--- config.mk ---
export PLATFORM = sky130hd
export DESIGN_NAME = mat_vec_ctrl_flat
export DESIGN_NICKNAME = d
export VERILOG_FILES = /design/src/rtl/mat_vec_ctrl_if.sv /design/src/rtl/mat_vec_ctrl.sv /design/src/flat_wrapper.sv
export SDC_FILE = /design/constraint.sdc
export NUM_CORES = 1
export LEC_CHECK = 0
export ABC_AREA = 1
export CAP_MARGIN = 20
export CORE_ASPECT_RATIO = 1.1
export CORE_MARGIN = 5
export CORE_UTILIZATION = 45
export CTS_BUF_LIST = sky130_fd_sc_hd__clkbuf_8
export CTS_CLUSTER_DIAMETER = 150
export DETAILED_ROUTE_END_ITERATION = 10
export PLACE_DENSITY = 0.76
export SKIP_LAST_GASP = 1
export SYNTH_ARGS = -nofsm -noshare
export SYNTH_HDL_FRONTEND = slang
export SYNTH_SLANG_ARGS = --single-unit
export TNS_END_PERCENT = 10
--- constraint.sdc ---
create_clock -name clk -period 6 [get_ports clk]
set_clock_uncertainty 0.15 [all_clocks]
set_input_delay 1.2 -clock clk [delete_from_list [all_inputs] [get_ports clk]]
set_output_delay 1.2 -clock clk [all_outputs]
set_load 0.02 [all_outputs]
--- src/rtl/mat_vec_ctrl_if.sv ---
`default_nettype none
//============================================================================
// Module   : mat_vec_ctrl_if
// Brief    : Memory read/write port and multiplier-side bundle of mat_vec_ctrl.
// Revision : 1.0
//============================================================================
interface mat_vec_ctrl_if #(
    parameter int DATA_WIDTH = 8,
    parameter int ADDR_WIDTH = 16
);
    logic                      mem_rd_req;
    logic [ADDR_WIDTH-1:0]     mem_rd_addr;
    logic                      mem_rd_valid;
    logic [8*DATA_WIDTH-1:0]   mem_rd_data;
    logic                      mem_wr_req;
    logic [ADDR_WIDTH-1:0]     mem_wr_addr;
    logic [3*DATA_WIDTH-1:0]   mem_wr_data;
    logic                      mem_wr_ack;
    logic                      mv_clr;
    logic                      mv_a_wren;
    logic [DATA_WIDTH-1:0]     mv_a_data [8];
    logic                      mv_b_wren;
    logic [DATA_WIDTH-1:0]     mv_b_data;
    logic                      mv_done;
    logic [3*DATA_WIDTH-1:0]   mv_out [8];

    modport master (
        output mem_rd_req, mem_rd_addr,
        input  mem_rd_valid, mem_rd_data,
        output mem_wr_req, mem_wr_addr, mem_wr_data,
        input  mem_wr_ack,
        output mv_clr, mv_a_wren, mv_a_data, mv_b_wren, mv_b_data,
        input  mv_done, mv_out
    );

    modport slave (
        input  mem_rd_req, mem_rd_addr,
        output mem_rd_valid, mem_rd_data,
        input  mem_wr_req, mem_wr_addr, mem_wr_data,
        output mem_wr_ack,
        input  mv_clr, mv_a_wren, mv_a_data, mv_b_wren, mv_b_data,
        output mv_done, mv_out
    );
endinterface
`default_nettype wire

--- src/rtl/mat_vec_ctrl.sv ---
`default_nettype none
//============================================================================
// Module   : mat_vec_ctrl
// Brief    : Job sequencer for one 8x8 matrix-vector multiplier instance.
// Revision : 1.0
//============================================================================
module mat_vec_ctrl #(
    parameter int DATA_WIDTH = 8,
    parameter int ADDR_WIDTH = 16,
    parameter int TIMEOUT    = 1024
) (
    input  wire logic                  clk,
    input  wire logic                  rst_n,
    input  wire logic                  start,
    input  wire logic [ADDR_WIDTH-1:0] src_addr,
    input  wire logic [ADDR_WIDTH-1:0] dst_addr,
    output logic                       busy,
    output logic                       finished,
    output logic                       error,
    mat_vec_ctrl_if.master             bus
);
    localparam int c_RES_W = 3 * DATA_WIDTH;
    localparam int c_TMO_W = (TIMEOUT > 2) ? $clog2(TIMEOUT) : 1;
    localparam logic [c_TMO_W-1:0] c_TMO_LAST = c_TMO_W'(TIMEOUT - 1);

    localparam logic [2:0] c_IDLE      = 3'd0;
    localparam logic [2:0] c_CLEAR     = 3'd1;
    localparam logic [2:0] c_FETCH_A   = 3'd2;
    localparam logic [2:0] c_FETCH_B   = 3'd3;
    localparam logic [2:0] c_PUSH_B    = 3'd4;
    localparam logic [2:0] c_WAIT_DONE = 3'd5;
    localparam logic [2:0] c_WRITEBACK = 3'd6;
    localparam logic [2:0] c_FINISH    = 3'd7;

    logic [2:0]            r_state;
    logic [2:0]            w_next;
    logic [ADDR_WIDTH-1:0] r_src;
    logic [ADDR_WIDTH-1:0] r_dst;
    logic [2:0]            r_cnt;       // column, vector element or result index
    logic [DATA_WIDTH-1:0] r_bvec [8];
    logic [c_RES_W-1:0]    r_res  [8];
    logic [c_TMO_W-1:0]    r_tmo;
    logic                  r_done_q;
    logic                  r_error;

    logic                  w_done_edge;
    logic                  w_last;
    logic                  w_rd_req;
    logic [ADDR_WIDTH-1:0] w_rd_addr;
    logic                  w_a_load;
    logic                  w_b_wren;
    logic [DATA_WIDTH-1:0] w_b_data;
    logic                  w_wr_req;
    logic [ADDR_WIDTH-1:0] w_wr_addr;
    logic [c_RES_W-1:0]    w_wr_data;

    // A done level left high by the previous job must not complete this one.
    assign w_done_edge = bus.mv_done & ~r_done_q;
    assign w_last      = (r_cnt == 3'd7);

    always_ff @(posedge clk or negedge rst_n) begin
        if (!rst_n) begin
            r_state <= c_IDLE;
        end else begin
            r_state <= w_next;
        end
    end

    always_comb begin
        w_next = r_state;
        case (r_state)
            c_IDLE:      if (start) w_next = c_CLEAR;
            c_CLEAR:     w_next = c_FETCH_A;
            c_FETCH_A:   if (bus.mem_rd_valid && w_last) w_next = c_FETCH_B;
            c_FETCH_B:   if (bus.mem_rd_valid) w_next = c_PUSH_B;
            c_PUSH_B:    if (w_last) w_next = c_WAIT_DONE;
            c_WAIT_DONE: begin
                if (w_done_edge)               w_next = c_WRITEBACK;
                else if (r_tmo == c_TMO_LAST)  w_next = c_FINISH;
            end
            c_WRITEBACK: if (bus.mem_wr_ack && w_last) w_next = c_FINISH;
            c_FINISH:    w_next = c_IDLE;
            default:     w_next = c_IDLE;
        endcase
    end

    always_comb begin
        w_rd_req  = 1'b0;
        w_rd_addr = '0;
        w_a_load  = 1'b0;
        w_b_wren  = 1'b0;
        w_b_data  = '0;
        w_wr_req  = 1'b0;
        w_wr_addr = '0;
        w_wr_data = '0;
        case (r_state)
            c_FETCH_A: begin
                w_rd_req  = 1'b1;
                w_rd_addr = r_src + ADDR_WIDTH'(r_cnt);
                w_a_load  = bus.mem_rd_valid;
            end
            c_FETCH_B: begin
                w_rd_req  = 1'b1;
                w_rd_addr = r_src + ADDR_WIDTH'(4'd8);
            end
            c_PUSH_B: begin
                w_b_wren = 1'b1;
                w_b_data = r_bvec[r_cnt];
            end
            c_WRITEBACK: begin
                w_wr_req  = 1'b1;
                w_wr_addr = r_dst + ADDR_WIDTH'(r_cnt);
                w_wr_data = r_res[r_cnt];
            end
            default: ;
        endcase
    end

    always_ff @(posedge clk or negedge rst_n) begin
        if (!rst_n) begin
            r_src    <= '0;
            r_dst    <= '0;
            r_cnt    <= '0;
            r_tmo    <= '0;
            r_done_q <= 1'b0;
            r_error  <= 1'b0;
            for (int i = 0; i < 8; i++) begin
                r_bvec[i] <= '0;
                r_res[i]  <= '0;
            end
        end else begin
            r_done_q <= bus.mv_done;
            case (r_state)
                c_IDLE: begin
                    if (start) begin
                        r_src   <= src_addr;
                        r_dst   <= dst_addr;
                        r_error <= 1'b0;
                        r_cnt   <= '0;
                    end
                end
                c_FETCH_A: begin
                    if (bus.mem_rd_valid) r_cnt <= r_cnt + 3'd1;
                end
                c_FETCH_B: begin
                    if (bus.mem_rd_valid) begin
                        for (int i = 0; i < 8; i++) begin
                            r_bvec[i] <= bus.mem_rd_data[i*DATA_WIDTH +: DATA_WIDTH];
                        end
                        r_cnt <= '0;
                    end
                end
                c_PUSH_B: begin
                    r_cnt <= r_cnt + 3'd1;
                    r_tmo <= '0;
                end
                c_WAIT_DONE: begin
                    r_tmo <= r_tmo + c_TMO_W'(1);
                    if (w_done_edge) begin
                        for (int i = 0; i < 8; i++) begin
                            r_res[i] <= bus.mv_out[i];
                        end
                        r_cnt <= '0;
                    end else if (r_tmo == c_TMO_LAST) begin
                        r_error <= 1'b1;
                    end
                end
                c_WRITEBACK: begin
                    if (bus.mem_wr_ack) r_cnt <= r_cnt + 3'd1;
                end
                default: ;
            endcase
        end
    end

    for (genvar gi = 0; gi < 8; gi++) begin : g_a_lane
        assign bus.mv_a_data[gi] = w_a_load ? bus.mem_rd_data[gi*DATA_WIDTH +: DATA_WIDTH]
                                            : '0;
    end

    assign busy            = (r_state != c_IDLE);
    assign finished        = (r_state == c_FINISH);
    assign error           = r_error;
    assign bus.mv_clr      = (r_state == c_CLEAR);
    assign bus.mv_a_wren   = w_a_load;
    assign bus.mv_b_wren   = w_b_wren;
    assign bus.mv_b_data   = w_b_data;
    assign bus.mem_rd_req  = w_rd_req;
    assign bus.mem_rd_addr = w_rd_addr;
    assign bus.mem_wr_req  = w_wr_req;
    assign bus.mem_wr_addr = w_wr_addr;
    assign bus.mem_wr_data = w_wr_data;
endmodule
`default_nettype wire

--- src/flat_wrapper.sv ---
// flat-port wrapper written by rule: the top's interface ports become plain ports
module mat_vec_ctrl_flat 
#(
    parameter int DATA_WIDTH = 8,
    parameter int ADDR_WIDTH = 16,
    parameter int TIMEOUT    = 1024
)
  (clk, rst_n, start, src_addr, dst_addr, busy, finished, error, bus_mem_rd_req, bus_mem_rd_addr, bus_mem_rd_valid, bus_mem_rd_data, bus_mem_wr_req, bus_mem_wr_addr, bus_mem_wr_data, bus_mem_wr_ack, bus_mv_clr, bus_mv_a_wren, bus_mv_a_data, bus_mv_b_wren, bus_mv_b_data, bus_mv_done, bus_mv_out);
  mat_vec_ctrl_if #(.DATA_WIDTH(DATA_WIDTH), .ADDR_WIDTH(ADDR_WIDTH)) bus_i ();
  input  wire logic clk;
  input  wire logic rst_n;
  input  wire logic start;
  input  wire logic [ADDR_WIDTH-1:0] src_addr;
  input  wire logic [ADDR_WIDTH-1:0] dst_addr;
  output logic busy;
  output logic finished;
  output logic error;
  output wire logic [$bits(bus_i.mem_rd_req)-1:0] bus_mem_rd_req;
  output wire logic [$bits(bus_i.mem_rd_addr)-1:0] bus_mem_rd_addr;
  input wire logic [$bits(bus_i.mem_rd_valid)-1:0] bus_mem_rd_valid;
  input wire logic [$bits(bus_i.mem_rd_data)-1:0] bus_mem_rd_data;
  output wire logic [$bits(bus_i.mem_wr_req)-1:0] bus_mem_wr_req;
  output wire logic [$bits(bus_i.mem_wr_addr)-1:0] bus_mem_wr_addr;
  output wire logic [$bits(bus_i.mem_wr_data)-1:0] bus_mem_wr_data;
  input wire logic [$bits(bus_i.mem_wr_ack)-1:0] bus_mem_wr_ack;
  output wire logic [$bits(bus_i.mv_clr)-1:0] bus_mv_clr;
  output wire logic [$bits(bus_i.mv_a_wren)-1:0] bus_mv_a_wren;
  output wire logic [$bits(bus_i.mv_a_data)-1:0] bus_mv_a_data;
  output wire logic [$bits(bus_i.mv_b_wren)-1:0] bus_mv_b_wren;
  output wire logic [$bits(bus_i.mv_b_data)-1:0] bus_mv_b_data;
  input wire logic [$bits(bus_i.mv_done)-1:0] bus_mv_done;
  input wire logic [$bits(bus_i.mv_out)-1:0] bus_mv_out;
  assign bus_mem_rd_req = bus_i.mem_rd_req;
  assign bus_mem_rd_addr = bus_i.mem_rd_addr;
  assign bus_i.mem_rd_valid = bus_mem_rd_valid;
  assign bus_i.mem_rd_data = bus_mem_rd_data;
  assign bus_mem_wr_req = bus_i.mem_wr_req;
  assign bus_mem_wr_addr = bus_i.mem_wr_addr;
  assign bus_mem_wr_data = bus_i.mem_wr_data;
  assign bus_i.mem_wr_ack = bus_mem_wr_ack;
  assign bus_mv_clr = bus_i.mv_clr;
  assign bus_mv_a_wren = bus_i.mv_a_wren;
  assign bus_mv_a_data = {>>{bus_i.mv_a_data}};
  assign bus_mv_b_wren = bus_i.mv_b_wren;
  assign bus_mv_b_data = bus_i.mv_b_data;
  assign bus_i.mv_done = bus_mv_done;
  assign bus_i.mv_out = {>>{bus_mv_out}};
  mat_vec_ctrl #(.DATA_WIDTH(DATA_WIDTH), .ADDR_WIDTH(ADDR_WIDTH), .TIMEOUT(TIMEOUT)) u_core (.clk(clk), .rst_n(rst_n), .start(start), .src_addr(src_addr), .dst_addr(dst_addr), .busy(busy), .finished(finished), .error(error), .bus(bus_i));
endmodule
* After elaboration in Yosys (flattened, before gate mapping)
Index checks and enable logic that the tools add are counted.
Cells by class: $add $sub $neg 5, multiply operators 0, div/mod/pow operators 0, magnitude comparators 1, equality and inequality tests 20, shift operators 0, multiplexer cells 41, bitwise operators 3, reductions and logical operators 14
Operator list (number):
- two-way mux 8 bit | 11
- binary-select mux 24 bit (select 3 bit) | 1
- two-way mux 24 bit | 3
- two-way mux 3 bit | 12
- adder 16 x 3 -> 16 bit | 2
- case mux 16 bit (2 select lines) | 1
- binary-select mux 8 bit (select 3 bit) | 1
- case mux 3 bit (8 select lines) | 1
- case mux 10 bit (2 select lines) | 1
- case mux 3 bit (6 select lines) | 1
- adder 16 x 4 -> 16 bit (second input constant) | 1
- two-way mux 16 bit | 1
- == test 3 bit (second input constant) | 5
- AND reduction 6 bit | 2
- adder 10 x 1 -> 10 bit (second input constant) | 1
- == test 10 bit (second input constant) | 1
- inequality test 2 x 1 -> 1 bit (second input constant) | 5
- inequality test 2 bit (second input constant) | 5
- two-way mux 1 bit | 7
- == test 3 x 2 -> 1 bit (second input constant) | 2
- AND reduction 2 bit | 3
- nonzero test 6 bit | 1
- >= comparator 4 bit (second input constant) | 1
- inverter 3 -> 4 bit | 1
- 12 further kinds | 14
Word-level totals: register bits 306, bits in latches 0, memory bits (writable) 0, memory bits (read-only) 0, output and inout bits 136, word-level logic and storage cells 107, memories kept 0

* Logic depth before layout (Yosys ltp)
Gate-level depths: netlist of the first run.
depth in word-level cells 5, depth in mapped cells 12

* Least setup slack after synthesis of the first run
Ideal clock, no wire load.
path type reg2out, start point register u_core.r_cnt[1], end point output port bus_mem_rd_addr[4], arrival 2.197 ns, setup slack 2.453 ns, cell stages (with the launch flop) 11, cell sequence dfrtp_1 > buf_2 > inv_1 > clkbuf_1 > fa_1 > inv_1 > nand2_1 > nand2_1 > nand2_1 > xor2_1 > o21ai_0
On the way: cells in the longest elaborated chain, start to end 2
Ends and longest elaborated chain:
- from (decl) | line mat_vec_ctrl.sv:39 | logic [2:0] r_cnt;
- from (signal assigned) | line mat_vec_ctrl.sv:143 | if (bus.mem_rd_valid) r_cnt <= r_cnt + 3'd1;
- from (signal assigned) | line mat_vec_ctrl.sv:154 | r_cnt <= r_cnt + 3'd1;
- from (signal assigned) | line mat_vec_ctrl.sv:169 | if (bus.mem_wr_ack) r_cnt <= r_cnt + 3'd1;
- adder 16 x 3 -> 16 bit | line mat_vec_ctrl.sv:99 | w_rd_addr = r_src + ADDR_WIDTH'(r_cnt);
- case mux 16 bit (2 select lines) | line mat_vec_ctrl.sv:96 | case (r_state)
- to (decl) | line flat_wrapper.sv:19 | output wire logic [$bits(bus_i.mem_rd_addr)-1:0] bus_mem_rd_addr;
No other way between the ends.

* Final worst setup path of the first run
start point register u_core.r_cnt[1], end point output port bus_mem_wr_addr[14]
On the way: cells in the longest elaborated chain, start to end 2
Ends and longest elaborated chain:
- adder 16 x 3 -> 16 bit | line mat_vec_ctrl.sv:112 | w_wr_addr = r_dst + ADDR_WIDTH'(r_cnt);
- two-way mux 16 bit | line mat_vec_ctrl.sv:96
- to (decl) | line flat_wrapper.sv:23 | output wire logic [$bits(bus_i.mem_wr_addr)-1:0] bus_mem_wr_addr;
No other way between the ends.

==> results of run 1 <==
Yosys cell counts:
cell and number:
a31oi_1 1, nand3_1 90, ha_1 10, buf_1 11, and3_1 24, mux2_2 68, buf_6 3, a22o_1 2
a21oi_1 93, buf_2 50, nor3_1 9, mux2_1 28, nor2_2 4, o211ai_1 32, nand2_1 372, fa_1 2
nand4_1 8, nor2_4 2, o21ai_1 6, dfrtp_1 306, buf_4 8, or2_2 1, inv_1 228, o31ai_1 1
o21ai_0 309, inv_2 2, nor2_1 181, o22ai_1 12, clkinv_1 2, xor2_1 2, nand3_4 1, clkbuf_1 42
a22oi_1 1
per-stage QoR:
step	worst slack [ns]	hold slack, ns	utilization
after detailed placement	1.37	0.318	0.585
after global placement	1.39	0.310	0.585
final	0.771	0.331	0.614
after floorplan	2.45	0.296	-
after global routing	0.538	0.349	0.614
after CTS	0.743	0.332	0.613
path summary, 6_finish.rpt:
check,cells after the start,endpoint,slack (ns),startpoint
hold reg to reg,1,u_core.r_res[176]$_DFFE_PN0P_,0.33,u_core.r_res[176]$_DFFE_PN0P_
hold / removal,1,u_core.r_res[176]$_DFFE_PN0P_,0.33,u_core.r_res[176]$_DFFE_PN0P_
setup reg to reg,6,u_core.r_bvec[14]$_DFFE_PN0P_,3.01,u_core.r_state[0]$_DFFE_PN0P_
setup / recovery,11,bus_mem_wr_addr[14],0.77,u_core.r_cnt[1]$_DFFE_PN0P_
max in group asynchronous,2,u_core.r_res[137]$_DFFE_PN0P_,3.84,rst_n
min in group asynchronous,1,u_core.r_dst[9]$_DFFE_PN0P_,0.50,rst_n
area by class of cell:
cell class | instances | area share
sequential | 306 | 0.365
clock inverter | 19 | 0.00387
multi-input combinational | 1259 | 0.310
timing repair buffer | 442 | 0.211
inverter | 232 | 0.0414
tap | 438 | 0.0261
antenna | 8 | 0.000953
clock buffer | 64 | 0.0419
sequential cells by signal, summed over array words and instances, names as in the netlist:
name	cells
u_core.r_dst	16
u_core.r_done_q	1
u_core.r_src	16
u_core.r_state	3
u_core.r_res	192
u_core.r_tmo	10
u_core.r_bvec	64
u_core.r_cnt	3
u_core.error	1
layer usage:
metal / wire length, um / share of wire / global-route usage / up-vias
met5: 7 / 0.00014 / 0 / -
met4: 1510 / 0.031 / 0.0891 / 2
met3: 3230 / 0.066 / 0.0414 / 82
met2: 23400 / 0.48 / 0.402 / 554
met1: 21000 / 0.43 / 0.333 / 6851
li1: - / - / - / 6980
where the power goes:
part	switching, mW	internal [mW]	total [mW]
sequential	0.570	3.03	3.60
combinational	1.85	1.37	3.21
clock	0.813	0.947	1.76
cells by family (layout without fill, tap and decap cells):
logic type | count (synthesis) | after routing | synth area share
buffers and inverters | 346 | 757 | 0.0908
adders and majority gates | 12 | 12 | 0.0106
AOI/OAI and AO/OA | 457 | 457 | 0.154
xor gates and xnor gates | 2 | 2 | 0.00112
DFF | 306 | 306 | 0.492
and+or+nand+nor | 692 | 692 | 0.183
muxes | 96 | 96 | 0.0694
other | 0 | 8 | 0
layout by cell type (no fill, tap or decap), types with 4 or more instances in the layout:
cell / n
a21oi_1: 93
and3_1: 24
buf_4: 10
clkbuf_8: 64
clkdlybuf4s50_1: 428
clkinv_2: 4
dfrtp_1: 303
diode_2: 8
ha_1: 10
inv_1: 242
mux2_1: 28
mux2_2: 68
nand2_1: 371
nand3_1: 90
nand4_1: 8
nor2_1: 181
nor2_2: 4
nor3_1: 9
o211ai_1: 32
o21ai_0: 309
o21ai_1: 6
o22ai_1: 12
==> reports/results.txt, run 1 <==
Status -> finished, final reports clean
Pins Over Slew Limit -> 0
Final Cycle Share -> 0.872
Synth Cell Area -> 15,600 um^2
Worst hold path type -> flip-flop to flip-flop
Share of cells above drive strength 1 -> 0.0715
H-tree depth -> 2
Root buf cell -> clkbuf_8
Yosys reg bits -> 306
Fillcell total -> 2,954
VDD IR max -> 193 uV
Total nets after synthesis -> 2,217
Critical-path cell list -> inv_1 > buf_4 > fa_1 > inv_1 > nand2_1 > a21oi_1 > nand2_1 > nor2_1 > nor2_1 > nor2_1 > clkdlybuf4s50_1
Register area share after synthesis -> 0.492
Port bufs -> 429
CP Capture Type -> output pin
Fin area -> 21,000 um^2
Family with the most delay on the worst path -> buffers and inverters
Via count -> 14,500
Nets -> 2,597
Cts repair resizes -> 0
GR Overflow Total -> 0
Placed instance count -> 2,676
Clk buf depth -> 3
Biggest cell delay along the critical path -> 0.75 ns
Final HPWL DP -> 35,500 um
Core area -> 34,200 um^2
Setup TNS -> 0 ns
CTS Sinks -> 306
Row Count -> 71
Post-Syn Area per Cell -> 8.15 um^2
Die Area -> 38,400 um^2
Initial core utilization -> 0.455
DRT Pass-1 Iters -> 8
Final setup viols -> 0
1st-iter DRT viols -> 1,221
All-Layer GR Usage -> 0.246
RSZ-0062 raised after global routing -> false
Arr. time, crit path -> 3.88 ns
Dominant cell type by area after synthesis -> dfrtp_1
CTS tree -> built
Warnings, synthesis -> 0
Area grow syn2layout -> 34.9%
WL final -> 49,100 um
Die Height -> 205 um
Slew @ Worst Pin -> 1.02 ns
Seq. cell area -> 7670 um^2
Synth top area cells -> dfrtp_1 49%, o21ai_0 9.9%, nand2_1 9.0%
Critical path class -> flip-flop to output pin
DRC Markers -> 0
CTS Buf Count -> 50
Synth Instances -> 1,911
Most common cell on crit path -> nor2_1
P per Cell Area -> 408 nW/um^2
Avg WL per Cell -> 17.7 um
Multi-input gate area -> 6510 um^2
GPL Wtd Cong -> 0.932
Die X -> 187 um
Max FO, Critical Path -> 47
Top-level port count -> 430
Critical path data required time -> 4.65 ns
Clock Pin Slew Worst Setup and Hold Paths -> 0.06 ns
Max-cap violations -> 0
Placement-stage cell area -> 20,000 um^2
Vias in the first global route -> 14,400
Worst-skew pair later-pin latency -> 0.56 ns
Slew headroom -> 0.323
Layout Cells excl Fill -> 2,768
Worst Setup Start Kind -> flip-flop
Leak Pwr -> 9.48 nW
Synth cell types -> 33
Initial antenna violation count -> 9
Largest net degree at the start of global routing -> 211
Final hold viol count -> 0
Hold buffers post-CTS -> 0
Vias per cell -> 5.23
Setup Fix Bufs, Post-CTS -> 0
Routed Antenna Nets -> 0
First-pass GRT wire length -> 76,600 um
Yosys top cell area share -> 0.492
Power, Total -> 8.58 mW
WP buf/inv -> 4
Max Clock Freq -> 191 MHz
Period minus WS final -> 5.23 ns
Critical-path top delay cell -> dfrtp_4
No activity file was read; power rests on OpenSTA's default activity.
==> run 2: changes to the inputs <==
PLACE_DENSITY = 0.72   (was 0.76)
==> run 2 against run 1 <==
Setup slack gained 0.21 ns. Core utilization grew 0.41 points. Routed wire length grew 1.5%. Clock power grew 9.7%. Die area is the same. Sequential cell count is the same. Hold slack lost 0.0030 ns. Power grew 1.8%. Clock-buffer cell count is the same. First-iteration DRC count grew 3.4%. Largest cell class unchanged.
==> reports/results.txt, run 2 (same netlist as run 1, synthesis figures left out) <==
Top-level port count -> 430
Final hold viol count -> 0
Vias per cell -> 5.19
Cts repair resizes -> 0
Row Count -> 71
Share of cells above drive strength 1 -> 0.0725
Fillcell total -> 3,036
Final Cycle Share -> 0.837
VDD IR max -> 179 uV
DRC Markers -> 0
Worst Setup Start Kind -> flip-flop
CTS tree -> built
P per Cell Area -> 413 nW/um^2
Final HPWL DP -> 35,700 um
Die Height -> 205 um
Most frequent cells in the layout -> 428 x clkdlybuf4s50_1, 371 x nand2_1, 309 x o21ai_0, 303 x dfrtp_1, 247 x inv_1
WP buf/inv -> 4
Most common cell on crit path -> nor2_1
All-Layer GR Usage -> 0.250
GPL Wtd Cong -> 0.932
Die Area -> 38,400 um^2
Worst-skew pair later-pin latency -> 0.59 ns
Critical path class -> flip-flop to output pin
CP Capture Type -> output pin
Regs by FF count -> u_core.r_res x192, u_core.r_bvec x64
Root buf cell -> clkbuf_8
Setup Fix Bufs, Post-CTS -> 0
Max FO, Critical Path -> 43
WL final -> 49,800 um
First-pass GRT wire length -> 77,400 um
Most common cell after layout, fill and taps aside -> clkdlybuf4s50_1
Area grow syn2layout -> 35.8%
Hold buffers post-CTS -> 0
Setup TNS -> 0 ns
1st-iter DRT viols -> 1,262
Critical path data required time -> 4.65 ns
Leak Pwr -> 9.56 nW
Critical-path cell list -> inv_1 > buf_4 > fa_1 > inv_1 > nand2_1 > a21oi_1 > nand2_1 > nor2_1 > nor2_1 > nor2_1 > clkdlybuf4s50_1
Max reg flops -> 192
Initial core utilization -> 0.455
Initial antenna violation count -> 9
Final setup viols -> 0
Pins Over Slew Limit -> 0
Slew @ Worst Pin -> 1.01 ns
GR Overflow Total -> 0
Status -> finished, final reports clean
CTS Sinks -> 306
Placed instance count -> 2,677
Clock Pin Slew Worst Setup and Hold Paths -> 0.06 ns
Biggest register -> u_core.r_res
Biggest cell delay along the critical path -> 0.74 ns
CTS Buf Count -> 52
Port bufs -> 429
Avg WL per Cell -> 17.9 um
H-tree depth -> 2
Max-cap violations -> 0
Routed Antenna Nets -> 0
Critical-path top delay cell -> dfrtp_4
Via count -> 14,400
Period minus WS final -> 5.02 ns
Nets -> 2,600
Arr. time, crit path -> 3.67 ns
Clk buf depth -> 3
Die X -> 187 um
Layout Cells excl Fill -> 2,779
Largest net degree at the start of global routing -> 136
Slew headroom -> 0.327
Core area -> 34,200 um^2
Vias in the first global route -> 14,300
Worst hold path type -> flip-flop to flip-flop
DRT Pass-1 Iters -> 6
Max Clock Freq -> 199 MHz
RSZ-0062 raised after global routing -> false
Family with the most delay on the worst path -> buffers and inverters
run 2: cell type report:
| type | count | area (um^2) | share of cell area |
|---|---|---|---|
| Timing Repair Buffer | 443 | 4460 | 0.211 |
| Multi-Input combinational cell | 1259 | 6510 | 0.308 |
| Tap cell | 438 | 548 | 0.0259 |
| Clock inverter | 26 | 188 | 0.00887 |
| Sequential cell | 306 | 7670 | 0.362 |
| Antenna cell | 11 | 27.5 | 0.00130 |
| Clock buffer | 64 | 881 | 0.0416 |
| Inverter | 232 | 871 | 0.0412 |
run 2: worst paths after layout:
check                                         startpoint                       endpoint  slack [ns]  cells after the start
hold reg to reg            u_core.r_bvec[46]$_DFFE_PN0P_  u_core.r_bvec[46]$_DFFE_PN0P_        0.33                      2
setup / recovery             u_core.r_cnt[1]$_DFFE_PN0P_            bus_mem_wr_addr[14]        0.98                     11
min in group asynchronous                          rst_n  u_core.r_bvec[39]$_DFFE_PN0P_        0.47                      1
hold / removal             u_core.r_bvec[46]$_DFFE_PN0P_  u_core.r_bvec[46]$_DFFE_PN0P_        0.33                      2
max in group asynchronous                          rst_n  u_core.r_res[143]$_DFFE_PN0P_        3.94                      2
setup reg to reg           u_core.r_state[0]$_DFFE_PN0P_   u_core.r_res[35]$_DFFE_PN0P_        3.40                      4
run 2: report_power, final:
| part | switching [mW] | internal (mW) |
|---|---|---|
| clock | 0.843 | 1.09 |
| combinational | 1.86 | 1.37 |
| sequential | 0.546 | 3.03 |
run 2: stage by stage:
step                       util  instance area (um^2)  setup slack, ns  hold WS (ns)  total power [mW]
after detailed placement  0.586                 20000             1.34         0.318              6.82
after global routing      0.618                 21100            0.728         0.341              9.41
final                     0.618                 21200            0.980         0.328              8.74
after CTS                 0.617                 21100            0.923         0.332              8.79
after floorplan               -                 15600             2.45         0.296              5.62
after global placement    0.586                 20000             1.46         0.311              6.69
run 2: worst min-delay path, delay by kind of cell (launching register included):
family | cells | cell delay, ns
AO/OA/AOI/OAI | 1 | 0.05
AND/OR/NAND/NOR | 1 | 0.05
flip-flops | 1 | 0.34
run 2: per-layer routing:
layer,track usage,up-vias,part of all wire
met1,0.337,6769,0.43
met4,0.0960,4,0.032
met3,0.0550,99,0.069
met2,0.398,541,0.47
li1,-,7001,-
met5,0,-,0.00054
